--- src/rtl/mimo_channel_tx_if.sv ---
// Handshake and data bus between the stimulus source, mimo_channel_tx and the detector.
// The slave modport is the mimo_channel_tx side; master is the upstream/downstream side.
interface mimo_channel_tx_if #(
  parameter int WL = 16
);
  logic            in_valid;
  logic            in_ready;
  logic [15:0]     X_i;
  logic [WL*64-1:0] Hmatrix_i;
  logic [WL*8-1:0] Narray_i;
  logic            out_valid;
  logic            out_ready;
  logic [WL*8-1:0] Yarray_o;
  logic [15:0]     X_o;

  modport master (
    output in_valid, X_i, Hmatrix_i, Narray_i, out_ready,
    input  in_ready, out_valid, Yarray_o, X_o
  );

  modport slave (
    input  in_valid, X_i, Hmatrix_i, Narray_i, out_ready,
    output in_ready, out_valid, Yarray_o, X_o
  );
endinterface

--- src/rtl/mimo_channel_tx.sv ---
// Builds y = H*s + n for a 4x4 16QAM MIMO link, one row per cycle, with saturation to WL bits.
// Symbols are Gray-mapped to {-3,-1,+1,+3}; products use shift-and-add instead of multipliers.
module mimo_channel_tx #(
  parameter int WL = 16
) (
  input logic clk,
  input logic rst_n,
  mimo_channel_tx_if.slave bus
);

  localparam int SW = WL + 5;
  localparam logic signed [SW-1:0] SatMax = {{6{1'b0}}, {(WL-1){1'b1}}};
  localparam logic signed [SW-1:0] SatMin = {{6{1'b1}}, {(WL-1){1'b0}}};

  typedef enum logic [1:0] {
    IDLE,
    CALC,
    DONE
  } state_t;

  state_t               state_q, state_d;
  logic [2:0]           rowCnt_q, rowCnt_d;
  logic [15:0]          xReg_q;
  logic signed [WL-1:0] hReg_q [8][8];
  logic signed [WL-1:0] nReg_q [8];
  logic [WL*7-1:0]      yBuf_q;
  logic [WL*8-1:0]      yOut_q;
  logic [15:0]          xOut_q;

  logic                 captureEn;
  logic                 rowEn;
  logic                 resultLoad;
  logic [1:0]           symBits [8];
  logic signed [SW-1:0] rowSum;
  logic signed [WL-1:0] rowSat;

  assign bus.in_ready  = (state_q == IDLE);
  assign bus.out_valid = (state_q == DONE);
  assign bus.Yarray_o  = yOut_q;
  assign bus.X_o       = xOut_q;

  always_ff @(posedge clk or negedge rst_n) begin
    if (!rst_n) begin
      state_q  <= IDLE;
      rowCnt_q <= 3'd0;
    end else begin
      state_q  <= state_d;
      rowCnt_q <= rowCnt_d;
    end
  end

  always_comb begin
    state_d    = state_q;
    rowCnt_d   = rowCnt_q;
    captureEn  = 1'b0;
    rowEn      = 1'b0;
    resultLoad = 1'b0;
    case (state_q)
      IDLE: begin
        if (bus.in_valid) begin
          captureEn = 1'b1;
          rowCnt_d  = 3'd0;
          state_d   = CALC;
        end
      end
      CALC: begin
        rowEn    = 1'b1;
        rowCnt_d = rowCnt_q + 3'd1;
        if (rowCnt_q == 3'd7) begin
          resultLoad = 1'b1;
          state_d    = DONE;
        end
      end
      DONE: begin
        if (bus.out_ready) begin
          state_d = IDLE;
        end
      end
      default: begin
        state_d = IDLE;
      end
    endcase
  end

  // Real-valued ordering: entries 0..3 carry the I bits, entries 4..7 the Q bits.
  always_comb begin
    for (int k = 0; k < 4; k++) begin
      symBits[k]     = xReg_q[4*k+2 +: 2];
      symBits[k + 4] = xReg_q[4*k +: 2];
    end
  end

  // Bit 1 of a Gray level gives the sign, bit 0 clear selects magnitude 3 (H + 2H).
  always_comb begin
    logic signed [SW-1:0] hExt;
    logic signed [SW-1:0] hMag;
    hExt   = '0;
    hMag   = '0;
    rowSum = {{5{nReg_q[rowCnt_q][WL-1]}}, nReg_q[rowCnt_q]};
    for (int c = 0; c < 8; c++) begin
      hExt = {{5{hReg_q[rowCnt_q][c][WL-1]}}, hReg_q[rowCnt_q][c]};
      hMag = symBits[c][0] ? hExt : (hExt + (hExt <<< 1));
      rowSum = symBits[c][1] ? (rowSum + hMag) : (rowSum - hMag);
    end
    if (rowSum > SatMax) begin
      rowSat = SatMax[WL-1:0];
    end else if (rowSum < SatMin) begin
      rowSat = SatMin[WL-1:0];
    end else begin
      rowSat = rowSum[WL-1:0];
    end
  end

  always_ff @(posedge clk or negedge rst_n) begin
    if (!rst_n) begin
      xReg_q <= '0;
      yBuf_q <= '0;
      yOut_q <= '0;
      xOut_q <= '0;
      for (int r = 0; r < 8; r++) begin
        nReg_q[r] <= '0;
        for (int c = 0; c < 8; c++) begin
          hReg_q[r][c] <= '0;
        end
      end
    end else begin
      if (captureEn) begin
        xReg_q <= bus.X_i;
        for (int r = 0; r < 8; r++) begin
          nReg_q[r] <= bus.Narray_i[r*WL +: WL];
          for (int c = 0; c < 8; c++) begin
            hReg_q[r][c] <= bus.Hmatrix_i[r*8*WL + c*WL +: WL];
          end
        end
      end
      for (int r = 0; r < 7; r++) begin
        if (rowEn && (rowCnt_q == 3'(r))) begin
          yBuf_q[r*WL +: WL] <= rowSat;
        end
      end
      // Row 7 goes straight to the output so the whole vector appears on one edge.
      if (resultLoad) begin
        yOut_q <= {rowSat, yBuf_q};
        xOut_q <= xReg_q;
      end
    end
  end

endmodule

--- src/flat_wrapper.sv ---
// flat-port wrapper written by rule: the top's interface ports become plain ports
module mimo_channel_tx_flat 
#(
  parameter int WL = 16
)
  (clk, rst_n, bus_in_valid, bus_X_i, bus_Hmatrix_i, bus_Narray_i, bus_out_ready, bus_in_ready, bus_out_valid, bus_Yarray_o, bus_X_o);
  mimo_channel_tx_if #(.WL(WL)) bus_i ();
  input logic clk;
  input logic rst_n;
  input wire logic [$bits(bus_i.in_valid)-1:0] bus_in_valid;
  input wire logic [$bits(bus_i.X_i)-1:0] bus_X_i;
  input wire logic [$bits(bus_i.Hmatrix_i)-1:0] bus_Hmatrix_i;
  input wire logic [$bits(bus_i.Narray_i)-1:0] bus_Narray_i;
  input wire logic [$bits(bus_i.out_ready)-1:0] bus_out_ready;
  output wire logic [$bits(bus_i.in_ready)-1:0] bus_in_ready;
  output wire logic [$bits(bus_i.out_valid)-1:0] bus_out_valid;
  output wire logic [$bits(bus_i.Yarray_o)-1:0] bus_Yarray_o;
  output wire logic [$bits(bus_i.X_o)-1:0] bus_X_o;
  assign bus_i.in_valid = bus_in_valid;
  assign bus_i.X_i = bus_X_i;
  assign bus_i.Hmatrix_i = bus_Hmatrix_i;
  assign bus_i.Narray_i = bus_Narray_i;
  assign bus_i.out_ready = bus_out_ready;
  assign bus_in_ready = bus_i.in_ready;
  assign bus_out_valid = bus_i.out_valid;
  assign bus_Yarray_o = bus_i.Yarray_o;
  assign bus_X_o = bus_i.X_o;
  mimo_channel_tx #(.WL(WL)) u_core (.clk(clk), .rst_n(rst_n), .bus(bus_i));
endmodule
--- config.mk ---
export PLATFORM = sky130hd
export DESIGN_NAME = mimo_channel_tx_flat
export DESIGN_NICKNAME = d
export VERILOG_FILES = /design/src/rtl/mimo_channel_tx_if.sv /design/src/rtl/mimo_channel_tx.sv /design/src/flat_wrapper.sv
export SDC_FILE = /design/constraint.sdc
export NUM_CORES = 2
export LEC_CHECK = 0
export CAP_MARGIN = 20
export CORE_MARGIN = 5
export CORE_UTILIZATION = 25
export DETAILED_ROUTE_END_ITERATION = 6
export GPL_TIMING_DRIVEN = 0
export PLACE_DENSITY_LB_ADDON = 0.2
export SLEW_MARGIN = 0
export SYNTH_ARGS = -nofsm -noshare
export SYNTH_HDL_FRONTEND = slang
export SYNTH_SLANG_ARGS = --single-unit
--- constraint.sdc ---
create_clock -name clk -period 28.2 [get_ports clk]
set_input_delay 4.23 -clock clk [delete_from_list [all_inputs] [get_ports clk]]
set_output_delay 4.23 -clock clk [all_outputs]
set_load 0.005 [all_outputs]
; Yosys cells after proc, flatten, opt, wreduce, memory -nomap -nowiden
; Index checks and enable logic that the tools add are counted.
[word_totals]
register_bits = 1429
input_bits = 1172
out_inout_bits = 146
elab_cells = 172
[classes]
n_addsub = 25
n_lt_le_gt_ge = 3
n_eq_ne = 12
mux = 35
n_bitwise = 1
n_reduce_logical = 12
[op_table]
columns = operator, count
row1 = $bmux 128 s3, 1
row2 = $mux 21, 16
row3 = $mux 128, 2
row4 = $add 21x21->21, 7
row5 = $sub 21x21->21, 7
row6 = $add 16x17->18, 8
row7 = $mux 16, 4
row8 = $bmux 16 s3, 1
row9 = $add 16x21->21, 1
row10 = $gt 21x16->1 const B, 1
row11 = $lt 21x16->1 const B, 1
row12 = $sub 16x21->21, 1
row13 = $eq 3x3->1 const B, 4
row14 = $logic_and 1x1->1, 7
row15 = $eq 3x2->1 const B, 2
row16 = $mux 2, 3
row17 = $pmux 2 s3, 1
row18 = $pmux 3 s2, 1
row19 = $mux 1, 5
row20 = $ge 4x4->1 const B, 1
row21 = $ne 2x2->1 const B, 2
row22 = $not 3->4, 1
row23 = $add 3x1->3 const B, 1
row24 = $eq 3x1->1 const B, 1
row25 = 9 further kinds, 9

; Depth between registers and ports, before layout
[depth]
word_depth = 25
mapped_depth = 74
ltp_nobuf = 63

; Least setup slack after synthesis
; Ideal clock, no wire load.
[synth_path]
kind = register to register
startpoint = register u_core.rowCnt_q[0]
endpoint = register u_core.yOut_q[117], in the netlist u_core.bus.Yarray_o[117]
setup_ps = 73
arrival_time_ps = 14138
required_ps = 28127
setup_slack_ps = 13989
stages_incl_launch_ff = 67
path_buffers = 10
path_cell_list = dfrtp_1 buf_6 buf_6 buf_6 buf_6 buf_6 buf_6 buf_4 buf_2 buf_4 mux4_2 mux2i_1 inv_1 ha_1 nor2_1 a21oi_1 inv_1 ha_1 [31 not listed] a21o_1 or3_1 a31oi_1 xnor2_1 ha_1 or3_1 a211o_1 a31o_2 a21oi_1 xnor2_1 ha_1 nor3b_1 nor2_1 or3_1 a2111oi_1 buf_2 o21ai_4 a21oi_2
[synth_between]
elab_chain_cells = 25
elab_cells_between_ends = 54
classes_between = add/sub (24) / order compare (2) / eq/ne (1) / mux (26) / bitwise (1)
[synth_rtl]
columns = element, line
row1 = start: declaration, mimo_channel_tx.sv:22  ; logic [2:0] rowCnt_q, rowCnt_d;
row2 = start signal: assignment, mimo_channel_tx.sv:48  ; rowCnt_q <= rowCnt_d;
row3 = $not 3->4 (implied by the code), "mimo_channel_tx.sv:99, mimo_channel_tx.sv:101"
row4 = $bmux 128 s3, mimo_channel_tx.sv:101  ; hExt = {{5{hReg_q[rowCnt_q][c][WL-1]}}, hReg_q[rowCnt_q][c]};
row5 = $mux 128 (implied by the code) (2 in series), mimo_channel_tx.sv:101
row6 = $add 16x17->18, mimo_channel_tx.sv:102  ; hMag = symBits[c][0] ? hExt : (hExt + (hExt <<< 1));
row7 = $mux 21, mimo_channel_tx.sv:102
row8 = $sub 16x21->21 / $add 16x21->21 (equally long branches), mimo_channel_tx.sv:103  ; rowSum = symBits[c][1] ? (rowSum + hMag) : (rowSum - hMag);
row9 = $mux 21, mimo_channel_tx.sv:103
row10 = $sub 21x21->21 / $add 21x21->21 (equally long branches), mimo_channel_tx.sv:103
row11 = [8 not listed], --
row12 = $mux 21, mimo_channel_tx.sv:103
row13 = $sub 21x21->21 / $add 21x21->21 (equally long branches), mimo_channel_tx.sv:103
row14 = $mux 21, mimo_channel_tx.sv:103
row15 = $sub 21x21->21 / $add 21x21->21 (equally long branches), mimo_channel_tx.sv:103
row16 = $mux 21, mimo_channel_tx.sv:103
row17 = $lt 21x16->1, mimo_channel_tx.sv:107  ; end else if (rowSum < SatMin) begin
row18 = $mux 16, mimo_channel_tx.sv:107
row19 = $mux 16, mimo_channel_tx.sv:105  ; if (rowSum > SatMax) begin
row20 = end signal: assignment, mimo_channel_tx.sv:143  ; yOut_q <= {rowSat, yBuf_q};
row21 = end: declaration, mimo_channel_tx.sv:27  ; logic [WL*8-1:0] yOut_q;
; Several ways; a longest one is shown, not always the timed one. The select of a mux whose other input is x is not followed.
; A chain may end at the register's enable or synchronous reset.

; Worst setup path after layout
[layout_path]
startpoint = register u_core.rowCnt_q[1]
endpoint = register u_core.yBuf_q[7]
[layout_between]
elab_chain_cells = 25
elab_cells_between_ends = 53
classes_between = add/sub (24) / order compare (2) / mux (24) / bitwise (1) / reduce/logical (2)
[layout_rtl]
columns = element, line
row1 = $not 3->4 (implied by the code), "mimo_channel_tx.sv:99, mimo_channel_tx.sv:101"
row2 = $bmux 128 s3, mimo_channel_tx.sv:101
row3 = $mux 128 (implied by the code) (2 in series), mimo_channel_tx.sv:101
row4 = $add 16x17->18, mimo_channel_tx.sv:102
row5 = $mux 21, mimo_channel_tx.sv:102
row6 = $sub 16x21->21 / $add 16x21->21 (equally long branches), mimo_channel_tx.sv:103
row7 = $mux 21, mimo_channel_tx.sv:103
row8 = $sub 21x21->21 / $add 21x21->21 (equally long branches), mimo_channel_tx.sv:103
row9 = [8 not listed], --
row10 = $mux 21, mimo_channel_tx.sv:103
row11 = $sub 21x21->21 / $add 21x21->21 (equally long branches), mimo_channel_tx.sv:103
row12 = $mux 21, mimo_channel_tx.sv:103
row13 = $sub 21x21->21 / $add 21x21->21 (equally long branches), mimo_channel_tx.sv:103
row14 = $mux 21, mimo_channel_tx.sv:103
row15 = $lt 21x16->1, mimo_channel_tx.sv:107
row16 = $mux 16, mimo_channel_tx.sv:107
row17 = $mux 16, mimo_channel_tx.sv:105
row18 = end signal: indexed assignment, mimo_channel_tx.sv:138  ; yBuf_q[r*WL +: WL] <= rowSat;
row19 = end: declaration, mimo_channel_tx.sv:26  ; logic [WL*7-1:0] yBuf_q;
; Several ways; a longest one is shown, not always the timed one. The select of a mux whose other input is x is not followed.

==> results.py <==
metrics = {
    "setup_path": {
        "cp_common_cell": "a21oi_1",
        "crit_arrival_ps": 21360,
        "r2r_setup_slack_ps": 7480,
        "r2r_cells": 65,
        "critPathMaxFanout": 10,
        "r2r-start": "u_core.rowCnt_q[1]",
        "cp-start-kind": "flip-flop",
        "r2r-end": "u_core.yBuf_q[7]",
        "crit_slowest_cell": "buf_2",
        "worstPathRequired_ps": 28840,
        "cp-end-kind": "flip-flop",
        "max_stage_delay_ps": 980,
        "criticalPathCategory": "flip-flop to flip-flop",
    },
    "clocking": {
        "ctsRootBufferMaster": "clkbuf_16",
        "tritoncts": "built",
        "cts_resized": 0,
        "numCtsBuffers": 176,
        "clock_sink_count": 1429,
        "clk_latency_ps": 880,
        "cts_max_level": 4,
        "cts.path.max_buffers": 4,
        "post_cts_buffers": 0,
        "clkTransAtPathRegs_ps": 60,
        "cts_hold_buf": 0,
    },
    "layout": {
        "final_cell_mix": "4280 x nand2_1, 1429 x dfrtp_1, 1316 x clkdlybuf4s50_1, 347 x clkbuf_1, 321 x nor2_1",
        "final-instance-count-excl-fill": 14900,
        "layout_commonest_cell": "nand2_1",
        "final_nets": 12100,
        "area.growth.synth_to_final_pct": 32.3,
        "drive_gt1_share_pct": 8.30,
    },
    "timing": {
        "hold_viol_final": 0,
        "fin_worst_skew_ps": 103,
        "grt_setup_unrepaired": "false",
        "fin_tns_setup_ps": 0,
        "period_share_pct": 73.5,
        "min_period_ps": 20720,
        "fmax_mhz": 48.3,
        "slew_violations": 0,
        "relSlewSlack_pct": 8.35,
        "worst_pin_slew_ps": 1370,
        "setup_viol": 0,
    },
    "hold_path": {
        "min_from": "u_core.yBuf_q[7]",
        "hold_path.class": "flip-flop to flip-flop",
        "hold_depth": 2,
        "holdPathEnd": "u_core.bus.Yarray_o[7]",
    },
    "global_routing": {
        "met2_usage_pct": 43.5,
        "grt_first_pass_wirelength_um": 614000,
        "grt_pass1_vias": 75100,
        "use_met3_pct": 5.45,
        "grt_use_met1_pct": 34.6,
        "grt_overflow": 0,
        "antenna_found_initial": 103,
        "grt_max_degree": 170,
        "grtUsageTotal_pct": 27.1,
        "busiest_layer": "met2",
    },
    "floorplanning": {
        "die_width_um": 572,
        "core_area_um2": 315000,
        "placementRows": 206,
        "die_h_um": 572,
        "start_util_pct": 25.1,
        "die_area_um2": 327000,
        "design.portCount": 1318,
    },
    "logic_synthesis": {
        "syn_area_um2": 78900,
        "synth_fp_nets": 10500,
        "ys_ff_latch": 1429,
        "synth.largest_area_cell": "dfrtp_1",
        "yosys.cell_types.count": 95,
        "synth-main-ff-cell": "dfrtp_1",
        "async_reset_ff_share_pct": 100,
        "yosysSeqAreaShare_pct": 45.3,
        "postSynthAreaPerCell_um2": 8.75,
        "synth_top_area_share_pct": 45.3,
        "yosysWarnings": 0,
        "synth_area_leaders": "dfrtp_1 45%, nand2_1 20%, mux4_2 7.6%",
        "synth_edf_count": 0,
        "syn_inst": 9026,
    },
    "detailed_routing": {
        "wl_per_cell_um": 30.8,
        "vias_per_cell": 5.03,
        "ant_nets": 0,
        "first_pass_iters": 6,
        "vias": 75000,
        "drc_errors": 0,
        "drtIter0Drc": 7980,
        "totalWireLength_um": 460000,
    },
    "run": {
        "maxCapViolCount": 0,
    },
    "placement": {
        "port-buffer-count": 1317,
        "place_congestion": 0.989,
        "dp_cells": 14600,
        "place_hpwl_um": 371000,
    },
    "status": {
        "status": "finished clean",
    },
}
state kept, by name (all words and copies together) (netlist names):
register,cells
u_core.xReg_q,16
u_core.yBuf_q,112
u_core.bus.Yarray_o,128
u_core.nReg_q,128
u_core.hReg_q,1024
u_core.rowCnt_q,3
u_core.bus.X_o,16
u_core.state_q,2
per-stage QoR:
| stage | cell area [um2] | hold slack, ps | util (%) | worst slack, ps |
|---|---|---|---|---|
| after global routing | 104000 | 446 | 33.2 | 6580 |
| after detailed placement | 98400 | 450 | 31.3 | 7570 |
| after floorplan | 78900 | 438 | - | 13990 |
| after CTS | 104000 | 412 | 33.1 | 7420 |
| after global placement | 97300 | 450 | 30.9 | -45480 |
| final | 104000 | 424 | 33.2 | 7480 |
cell type report:
cell class / instances / area (um2)
well taps: 4160 / 5200
repair buffers: 1369 / 14200
clock buffers: 254 / 5090
multi-input cells: 6984 / 40600
plain buffers: 451 / 2050
diodes: 40 / 100
fillers: 32900 / 210000
clock inverters: 57 / 762
flip-flops and latches: 1429 / 35800
inverters: 162 / 608
worst max path at each step:
stage	from	end	slack [ps]	depth (start not counted)
4_1_cts	u_core.rowCnt_q[1]	u_core.yBuf_q[7]	7420	65
3_3_place_gp	rst_n	u_core.hReg_q[592]	-45480	1
3_5_place_dp	u_core.rowCnt_q[1]	u_core.yBuf_q[39]	7570	65
5_1_grt	u_core.rowCnt_q[1]	u_core.yBuf_q[83]	6580	67
2_1_floorplan	u_core.rowCnt_q[0]	u_core.bus.Yarray_o[117]	13990	66
6_report	u_core.rowCnt_q[1]	u_core.yBuf_q[7]	7480	65
cell usage after synthesis (48+ instances only):
cell type     n
nor3_1       50
inv_1       157
a21o_1       71
o21ai_0     175
nor2_1      321
dfrtp_1    1429
ha_1        296
mux2i_1      88
mux4_2      266
nand2_1    4280
a21oi_2      81
a21oi_1     284
xor2_1       97
clkbuf_1    340
xnor2_1     237
o21bai_1     48
cell families (layout without fill, tap and decap cells):
group	after synthesis	count (layout)	share of synthesized area, %
simple gates	4935	4935	24.6
buf+inv	613	2293	3.29
xor+xnor	340	340	3.88
flops	1429	1429	45.3
other cells	0	40	0
mux	384	384	9.14
fa+ha+maj	312	312	5.10
compound gates	1013	1013	8.73
per-layer routing:
metal  part of all wire, %  vias to the layer above
met3                   7.6                      768
met2                    46                     3515
met4                   6.0                       54
met5                 0.077                        -
met1                    41                    37700
li1                      -                    32900
worst max-delay path: cells and delay by family, from the launching register on:
kind / cells / cell delay, ps
adder cells (fa/ha/maj): 8 / 2480
XOR/XNOR: 10 / 2460
AND/OR/NAND/NOR: 7 / 1700
flip-flops: 1 / 640
AO/OA/AOI/OAI: 25 / 5370
buffers and inverters: 14 / 7310
multiplexers: 1 / 440
Power is not shown: default switching activity piles up to over one toggle a cycle in this logic, so the estimate is an artifact.
